File: src/rtl/cia_eclk_sched.sv
// cia_eclk_sched: sequences 6800-style E-clock peripheral cycles to the CIA pair.
// Ports:
//   clk_28_i, reset_n_i            28 MHz clock, synchronous active-low reset
//   eclk_i[9:0]                    one-hot E phase, advances every 4 clk_28
//   cpu_req_i/rw/sel/addr/wdata    CPU request port (req held until ack)
//   cpu_ack_o, cpu_rdata_o         one-cycle completion pulse, read data
//   host_* (CIA_SCHED_HOST_EN)     optional host port, same meanings as CPU
//   cia_e/vma/sel/rw/addr/wdata_o  registered 6800 bus to the CIAs
//   cia_rdata_i                    muxed CIA read data
//   busy_o                         high whenever the sequencer is not IDLE
// Build option: define CIA_SCHED_HOST_EN to add the host port and
// alternating-priority arbitration.
module cia_eclk_sched (
    input  logic       clk_28_i,
    input  logic       reset_n_i,
    input  logic [9:0] eclk_i,
    input  logic       cpu_req_i,
    input  logic       cpu_rw_i,
    input  logic [1:0] cpu_sel_i,
    input  logic [3:0] cpu_addr_i,
    input  logic [7:0] cpu_wdata_i,
    output logic       cpu_ack_o,
    output logic [7:0] cpu_rdata_o,
`ifdef CIA_SCHED_HOST_EN
    input  logic       host_req_i,
    input  logic       host_rw_i,
    input  logic [1:0] host_sel_i,
    input  logic [3:0] host_addr_i,
    input  logic [7:0] host_wdata_i,
    output logic       host_ack_o,
    output logic [7:0] host_rdata_o,
`endif
    output logic       cia_e_o,
    output logic       cia_vma_o,
    output logic [1:0] cia_sel_o,
    output logic       cia_rw_o,
    output logic [3:0] cia_addr_o,
    output logic [7:0] cia_wdata_o,
    input  logic [7:0] cia_rdata_i,
    output logic       busy_o
);
    typedef enum logic [2:0] {IDLE, SYNC, VMA, EHIGH, DONE} state_t;
    state_t     state_q, state_d;
    logic       onehot, req_any, done;
    logic       w_rw, rw_q, host_gnt;
    logic [1:0] w_sel, sel_q;
    logic [3:0] w_addr, addr_q;
    logic [7:0] w_wdata, wdata_q;
    logic       cpu_ack_q, cia_e_q, cia_vma_q, cia_rw_q, busy_q;
    logic [1:0] cia_sel_q;
    logic [3:0] cia_addr_q;
    logic [7:0] cpu_rdata_q, cia_wdata_q;
    // A glitched or all-zero shifter must never be mistaken for a phase.
    assign onehot = (eclk_i != '0) && ((eclk_i & (eclk_i - 10'd1)) == '0);
`ifdef CIA_SCHED_HOST_EN
    logic       grant_host, gnt_host_q, last_host_q, host_ack_q;
    logic [7:0] host_rdata_q;
    // last_host_q = 1 means the host was served last, so the CPU wins a tie.
    assign grant_host = host_req_i && (!cpu_req_i || !last_host_q);
    assign req_any    = cpu_req_i || host_req_i;
    assign host_gnt   = gnt_host_q;
    assign w_rw       = grant_host ? host_rw_i    : cpu_rw_i;
    assign w_sel      = grant_host ? host_sel_i   : cpu_sel_i;
    assign w_addr     = grant_host ? host_addr_i  : cpu_addr_i;
    assign w_wdata    = grant_host ? host_wdata_i : cpu_wdata_i;
    assign host_ack_o   = host_ack_q;
    assign host_rdata_o = host_rdata_q;
`else
    assign req_any  = cpu_req_i;
    assign host_gnt = 1'b0;
    assign w_rw     = cpu_rw_i;
    assign w_sel    = cpu_sel_i;
    assign w_addr   = cpu_addr_i;
    assign w_wdata  = cpu_wdata_i;
`endif
    always_comb begin
        state_d = state_q;
        case (state_q)
            IDLE:    state_d = req_any ? SYNC : IDLE;
            SYNC:    state_d = (eclk_i == 10'b0000000100) ? VMA : SYNC;
            VMA:     state_d = (onehot && eclk_i[6]) ? EHIGH : VMA;
            EHIGH:   state_d = (onehot && eclk_i[0]) ? DONE : EHIGH;
            default: state_d = IDLE;
        endcase
    end
    assign done = (state_q == EHIGH) && (state_d == DONE);
    always_ff @(posedge clk_28_i) begin
        if (!reset_n_i) begin
            state_q     <= IDLE;
            busy_q      <= 1'b0;
            cia_e_q     <= 1'b0;
            cia_vma_q   <= 1'b0;
            cia_sel_q   <= 2'b00;
            cia_rw_q    <= 1'b1;
            cia_addr_q  <= 4'h0;
            cia_wdata_q <= 8'h00;
            cpu_ack_q   <= 1'b0;
            cpu_rdata_q <= 8'h00;
            rw_q        <= 1'b1;
            sel_q       <= 2'b00;
            addr_q      <= 4'h0;
            wdata_q     <= 8'h00;
`ifdef CIA_SCHED_HOST_EN
            gnt_host_q   <= 1'b0;
            last_host_q  <= 1'b1;
            host_ack_q   <= 1'b0;
            host_rdata_q <= 8'h00;
`endif
        end else begin
            state_q   <= state_d;
            busy_q    <= state_d != IDLE;
            cia_e_q   <= |eclk_i[9:6];
            cpu_ack_q <= done && !host_gnt;
            if (state_q == IDLE && req_any) begin
                rw_q    <= w_rw;
                sel_q   <= w_sel;
                addr_q  <= w_addr;
                wdata_q <= w_wdata;
`ifdef CIA_SCHED_HOST_EN
                gnt_host_q <= grant_host;
`endif
            end
            if (state_q == SYNC && state_d == VMA) begin
                cia_vma_q   <= 1'b1;
                cia_rw_q    <= rw_q;
                cia_addr_q  <= addr_q;
                cia_wdata_q <= wdata_q;
            end
            if (state_q == VMA && state_d == EHIGH)
                cia_sel_q <= sel_q;
            if (done) begin
                cia_vma_q <= 1'b0;
                cia_sel_q <= 2'b00;
                if (rw_q && !host_gnt)
                    cpu_rdata_q <= cia_rdata_i;
            end
`ifdef CIA_SCHED_HOST_EN
            host_ack_q <= done && gnt_host_q;
            if (done && rw_q && gnt_host_q)
                host_rdata_q <= cia_rdata_i;
            if (state_q == DONE)
                last_host_q <= gnt_host_q;
`endif
        end
    end
    assign cpu_ack_o   = cpu_ack_q;
    assign cpu_rdata_o = cpu_rdata_q;
    assign cia_e_o     = cia_e_q;
    assign cia_vma_o   = cia_vma_q;
    assign cia_sel_o   = cia_sel_q;
    assign cia_rw_o    = cia_rw_q;
    assign cia_addr_o  = cia_addr_q;
    assign cia_wdata_o = cia_wdata_q;
    assign busy_o      = busy_q;
endmodule

File: config.mk
export PLATFORM = sky130hd
export DESIGN_NAME = cia_eclk_sched
export DESIGN_NICKNAME = d
export VERILOG_FILES = /design/src/rtl/cia_eclk_sched.sv
export SDC_FILE = /design/constraint.sdc
export NUM_CORES = 1
export LEC_CHECK = 0
export ABC_CLOCK_PERIOD_IN_PS = 1400
export BUFFER_PORTS_ARGS = -buffer_cell sky130_fd_sc_hd__buf_2
export CORE_ASPECT_RATIO = 0.9
export CORE_UTILIZATION = 40
export DETAILED_ROUTE_END_ITERATION = 6
export PLACE_DENSITY_LB_ADDON = 0.25
export SLEW_MARGIN = 20
export SYNTH_ARGS = -nofsm -noshare
export SYNTH_HDL_FRONTEND = slang
export SYNTH_SLANG_ARGS = --single-unit
File: constraint.sdc
create_clock -name clk_28_i -period 1.4 [get_ports clk_28_i]
set_input_delay 0.14 -clock clk_28_i [delete_from_list [all_inputs] [get_ports clk_28_i]]
set_output_delay 0.14 -clock clk_28_i [all_outputs]
set_load 0.02 [all_outputs]
Yosys cells after proc, flatten, opt, wreduce, memory -nomap -nowiden --
Index checks and enable logic that the tools add are counted.
Storage, ports and cells: output and inout port bits 27, flip-flop bits (word level) 45, input bits 36
Operators by class: reductions and logical operators 14, mux-type cells 5, bitwise logic cells 2, add/subtract/negate cells 1, eq/ne operators 7
Operator list (number):
- 3-bit by 2-bit == test with 1-bit output (second input constant) | 4
- 3-bit case mux with 4 select lines | 1
- 10-bit AND | 1
- 10-bit by 3-bit == test with 1-bit output (second input constant) | 1
- 10-bit logical NOT | 1
- 10-bit nonzero test | 1
- 10-bit by 1-bit subtractor with 10-bit output (second input constant) | 1
- 1-bit logical AND | 7
- 4-bit OR reduction | 1
- 3-bit by 1-bit == test with 1-bit output (second input constant) | 1
- 3-bit == test (second input constant) | 1
- 3-bit logical NOT | 1
- 3-bit two-way mux | 1
- 3-bit nonzero test | 1
- 1-bit two-way mux | 2
- 2-bit two-way mux | 1
- 2-bit AND reduction | 1
- 2-bit OR reduction | 1
- 1-bit NOT | 1

Depth between registers and ports, before layout --
word-level depth 10, mapped depth 6

Least setup slack after synthesis --
No wires, ideal clock.
path type input to register, start point in eclk_i[7], end point reg state_q[0], path buffers 0, setup slack -0.141 ns, data arrival time 1.416 ns, stages 5, data required time 1.275 ns, cells stage by stage or4_4 -> nand4b_1 -> o211a_1 -> a211oi_4 -> o41a_1
Between the ends: word-level cells in the longest chain between the ends 7
Ends and longest elaborated chain:
- start: declaration | RTL line 16 | input logic [9:0] eclk_i,
- 10-bit by 1-bit subtractor with 10-bit output | RTL line 54 | assign onehot = (eclk_i != '0) && ((eclk_i & (eclk_i - 10'd1)) == '0);
- 10-bit AND | RTL line 54
- 10-bit logical NOT | RTL line 54
- 1-bit logical AND | RTL line 54
- 1-bit logical AND (on tied branches) | RTL line 82, 81
- 3-bit two-way mux / 1-bit two-way mux (equally long branches) | RTL line 82, 81
- 3-bit case mux with 4 select lines (*) | RTL line 78 | case (state_q)
- end signal: assignment | RTL line 110 | state_q <= state_d;
- end: declaration | RTL line 43 | state_t state_q, state_d;
Every way passes the cells marked *; elsewhere a longest branch is shown, timed or not. A chain may end at the register's enable or synchronous reset.

Final worst setup path --
start point in eclk_i[9], end point reg cia_sel_q[0], in the netlist cia_sel_o[0]
Between the ends: word-level cells in the longest chain between the ends 10
Ends and longest elaborated chain:
- 10-bit by 1-bit subtractor with 10-bit output | RTL line 54
- 10-bit AND | RTL line 54
- 10-bit logical NOT | RTL line 54
- 1-bit logical AND | RTL line 54
- 1-bit logical AND (on tied branches) | RTL line 82, 81
- 3-bit two-way mux / 1-bit two-way mux (equally long branches) | RTL line 82, 81
- 3-bit case mux with 4 select lines (*) | RTL line 78
- 3-bit == test | RTL line 86 | assign done = (state_q == EHIGH) && (state_d == DONE);
- 1-bit logical AND | RTL line 86
- 2-bit OR reduction (no line)
- end signal: assignment | RTL line 130 | cia_sel_q <= sel_q;
- end: declaration | RTL line 50 | logic [1:0] cia_sel_q;
Marks and branches as above.

==> run_summary.xml <==
<?xml version="1.0" encoding="UTF-8"?>
<metrics>
  <group name="outcome">
    <metric name="outcome" unit="">finished, violations left</metric>
    <metric name="violations" unit="">negative setup slack</metric>
  </group>
  <group name="critical_path">
    <metric name="cp_slowest_stage_delay" unit="ps">570</metric>
    <metric name="timing.critical_path.from_type" unit="">input port</metric>
    <metric name="data_arrival_critical_path" unit="ps">1630</metric>
    <metric name="path_type_of_the_worst_setup_path" unit="">in -&gt; reg</metric>
    <metric name="worstReg2RegStart" unit="">state_q[1]$_SDFF_PN0_</metric>
    <metric name="critical_path.cell_chain" unit="">buf_6 -&gt; or4_4 -&gt; a211o_1 -&gt; o211a_1 -&gt; a211oi_4 -&gt; mux2i_1</metric>
    <metric name="cpLargestDelayFamily" unit="">compound AO/OA/AOI/OAI gates</metric>
    <metric name="worstPathBufferInverterCount" unit="">1</metric>
    <metric name="worst-endpoint-required" unit="ps">1620</metric>
    <metric name="critical_path_launch_point" unit="">eclk_i[9]</metric>
    <metric name="crit_slowest_cell" unit="">or4_4</metric>
    <metric name="critical_path_peak_fanout" unit="">5</metric>
    <metric name="timing.critical_path.to_type" unit="">register</metric>
  </group>
  <group name="sta">
    <metric name="drv_slew" unit="">0</metric>
    <metric name="timing.slew.headroom" unit="%">80.9</metric>
    <metric name="grt_setup_unrepaired" unit="">yes</metric>
    <metric name="final_period_util" unit="%">101</metric>
    <metric name="setup_viol" unit="">1</metric>
    <metric name="setup_tns" unit="ps">-11.8</metric>
    <metric name="final.min_clock_period" unit="ps">1410</metric>
    <metric name="worst_clock_skew" unit="ps">5.08</metric>
    <metric name="hold_violations" unit="">0</metric>
    <metric name="clock.fmax" unit="MHz">708</metric>
    <metric name="worst_setup_slack_after_layout" unit="ps">-11.8</metric>
    <metric name="tightest_slew" unit="ps">284</metric>
  </group>
  <group name="power_and_ir_drop">
    <metric name="static-leakage-power" unit="nW">1.30</metric>
    <metric name="power_switching_share" unit="%">21.4</metric>
    <metric name="p_switching" unit="mW">0.555</metric>
    <metric name="power_frac_comb" unit="%">10.2</metric>
    <metric name="vdd_drop_max" unit="mV">0.613</metric>
    <metric name="power.internal" unit="mW">2.04</metric>
    <metric name="pwr-share-clk" unit="%">38.5</metric>
    <metric name="pwr-share-seq" unit="%">51.3</metric>
    <metric name="power_per_cell_area" unit="nW/um^2">981</metric>
  </group>
  <group name="yosys">
    <metric name="post_synthesis_net_count" unit="">227</metric>
    <metric name="synth_cells" unit="">191</metric>
    <metric name="ys_async_sr_fraction" unit="%">0</metric>
    <metric name="synth_flop_cell" unit="">dfxtp_1</metric>
    <metric name="synth.ff_latch_count" unit="">45</metric>
    <metric name="syn_area_per_cell" unit="sq um">9.79</metric>
    <metric name="top_cells_by_area_in_the_synthesized_netlist" unit="">dfxtp_1 48%, mux2i_1 12%, nor2b_1 7.7%, nand2_1 7.4%, a21boi_1 4.0%</metric>
    <metric name="netlist_area" unit="sq um">1870</metric>
    <metric name="synth.yosys.seq_area_share" unit="%">48.2</metric>
    <metric name="synth_enable_flop_cells" unit="">0</metric>
    <metric name="yosysUniqueCellTypes" unit="">36</metric>
    <metric name="synth_top_area_share" unit="%">48.2</metric>
    <metric name="yosys_warnings" unit="">0</metric>
    <metric name="synth_largest_area_cell" unit="">dfxtp_1</metric>
  </group>
  <group name="floorplanning">
    <metric name="die-width" unit="um">74.1</metric>
    <metric name="design.portCount" unit="">63</metric>
    <metric name="core_area" unit="sq um">4460</metric>
    <metric name="floorplan.die_area" unit="sq um">4950</metric>
    <metric name="initial_utilization" unit="%">41.9</metric>
    <metric name="rows" unit="">23</metric>
    <metric name="die_h" unit="um">66.9</metric>
  </group>
  <group name="placement">
    <metric name="dpl-instance-area" unit="sq um">2440</metric>
    <metric name="dp.final_hpwl" unit="mm">2.96</metric>
    <metric name="numPortBuffers" unit="">62</metric>
    <metric name="gpl.final_weighted_congestion" unit="">0.823</metric>
  </group>
  <group name="global_route">
    <metric name="global_route_overflow" unit="">0</metric>
    <metric name="grt_start_max_net_pins" unit="">25</metric>
    <metric name="grt_pass1_vias" unit="">1469</metric>
    <metric name="initial_antenna_violation_count" unit="">0</metric>
    <metric name="global_route_wire_length_before_repair" unit="mm">6.58</metric>
    <metric name="gr-usage-all-layers" unit="%">17.7</metric>
  </group>
  <group name="detailed_routing">
    <metric name="detailedRoute.firstPassIterationCount" unit="">4</metric>
    <metric name="drcViolationCount" unit="">0</metric>
    <metric name="viasPerCell" unit="">4.71</metric>
    <metric name="routed_wl" unit="mm">4.12</metric>
    <metric name="route.detailed.wl_per_inst" unit="um">11.9</metric>
    <metric name="detail_route.iter0.violations" unit="">72</metric>
    <metric name="vias" unit="">1630</metric>
    <metric name="antenna_left" unit="">0</metric>
  </group>
  <group name="finish">
    <metric name="final_layout_size_suffix_gt1_share" unit="%">41.2</metric>
    <metric name="finalCoreUtilization" unit="%">59.3</metric>
    <metric name="fillerInstances" unit="">391</metric>
    <metric name="antenna-diode-count" unit="">0</metric>
    <metric name="stdcell_area" unit="sq um">2650</metric>
    <metric name="area_growth_syn_to_layout" unit="%">41.4</metric>
    <metric name="fin_nets" unit="">319</metric>
  </group>
  <group name="cts">
    <metric name="worst_skew_pair.late_latency" unit="ps">290</metric>
    <metric name="clock_net_sink_count" unit="">45</metric>
    <metric name="cts_root_buf" unit="">clkbuf_8</metric>
    <metric name="cts_hold_repair.buffers" unit="">0</metric>
    <metric name="clk_path_buf_depth" unit="">2</metric>
    <metric name="cts_tree" unit="">built</metric>
    <metric name="cts_buffers" unit="">5</metric>
    <metric name="cts_max_level" unit="">2</metric>
    <metric name="clk_pin_slew_worst_paths" unit="ps">80</metric>
  </group>
  <group name="flow_run">
    <metric name="max_cap_viol_count" unit="">0</metric>
  </group>
  <group name="min_path">
    <metric name="min_path_type" unit="">in -&gt; reg</metric>
    <metric name="timing.hold.worst.start" unit="">cpu_rw_i</metric>
  </group>
</metrics>
-- kinds of logic (layout without fill, tap and decap cells) --
group / after synthesis / count (layout) / share of synthesized area [%]
flops: 45 / 45 / 48.2
buf+inv: 8 / 101 / 1.67
compound gates: 28 / 28 / 11.9
mux: 22 / 22 / 11.8
simple gates: 88 / 88 / 26.5
-- placed cells by master (no fill, tap or decap), drive strengths merged, types with 2 or more instances in the layout --
cell    instances
dfxtp          45
nand3           4
nand2          37
clkbuf          7
a21oi           3
a21boi         15
nor2            5
buf            93
nor3b           2
and3            2
nor2b          23
nor3            2
mux2i          22
a211oi          3
nor4            2
and4b           2
-- flip-flops by register name, summed over array words and instances, names as in the netlist --
name,count
cia_rw_o,1
cia_vma_o,1
busy_o,1
cpu_ack_o,1
addr_q,4
cpu_rdata_o,8
cia_addr_o,4
cia_sel_o,2
sel_q,2
cia_e_o,1
state_q,3
rw_q,1
cia_wdata_o,8
wdata_q,8
-- path summary, 6_finish.rpt --
path | endpoint | slack, ps | cells after the start
worst max-delay path | cia_sel_o[0]$_SDFFE_PP0P_ | -10 | 6
worst max register to register | cia_sel_o[0]$_SDFFE_PP0P_ | 20 | 6
worst min-delay path | rw_q$_SDFFE_PN1P_ | 50 | 3
worst min register to register | wdata_q[6]$_SDFFE_PN0P_ | 450 | 2
-- Yosys cell counts, types with 2 or more instances --
library cell  count
nor2_1            5
clkbuf_1          7
a211oi_1          2
nand2_1          37
nand3_1           3
mux2i_1          22
and4b_1           2
nor2b_1          23
dfxtp_1          45
a21boi_1         10
and3_1            2
a21oi_1           3
nor3_1            2
nor4_1            2
a21boi_0          5
-- stage by stage --
| stage | worst slack (ps) | hold slack, ps | power (mW) | instances |
|---|---|---|---|---|
| final | -11.8 | 52.5 | 2.59 | 346 |
| after global routing | -68.5 | 57.1 | 2.71 | 346 |
| after CTS | -14.3 | 45.1 | 2.60 | 342 |
| after detailed placement | -349 | 352 | 1.61 | 334 |
| after global placement | -284 | 349 | 1.60 | 334 |
| after floorplan | -132 | 260 | 1.48 | 191 |
-- layout make-up --
class,instances,area (sq um),share of cell area (%)
Clock inverter,1,30.0,1.14
Clock buffer,7,86.3,3.26
Timing Repair Buffer,93,556,21.0
Multi-Input combinational cell,138,988,37.4
Tap cell,62,77.6,2.93
Sequential cell,45,907,34.3
-- power groups by stage --
stage                     Clock [mW]  Combinational [mW]  Sequential [mW]
after global routing            1.08               0.295             1.33
after detailed placement           0               0.245             1.36
final                          0.998               0.266             1.33
after floorplan                    0               0.114             1.36
after global placement             0               0.242             1.36
after CTS                       1.01               0.253             1.33
-- tightest hold or removal path: cells and delay by family --
family,cells,cell delay [ps]
AND/OR/NAND/NOR,2,100
buffers and inverters,1,70
-- per-layer routing --
| layer | vias to the layer above | GRT usage, % | part of all wire [%] |
|---|---|---|---|
| li1 | 849 | - | - |
| met1 | 732 | 22.2 | 49 |
| met2 | 47 | 29.4 | 45 |
| met3 | 2 | 4.84 | 5.1 |
| met4 | 0 | 5.05 | 0.41 |
| met5 | - | 0 | 0 |
-- repair_timing --
item	in CTS	in global routing
setup buffers	0	4
gates resized for setup	9	6
endpoints found under the setup margin	20	36
pin swaps	1	2
Power figures use the tool's default switching activity.
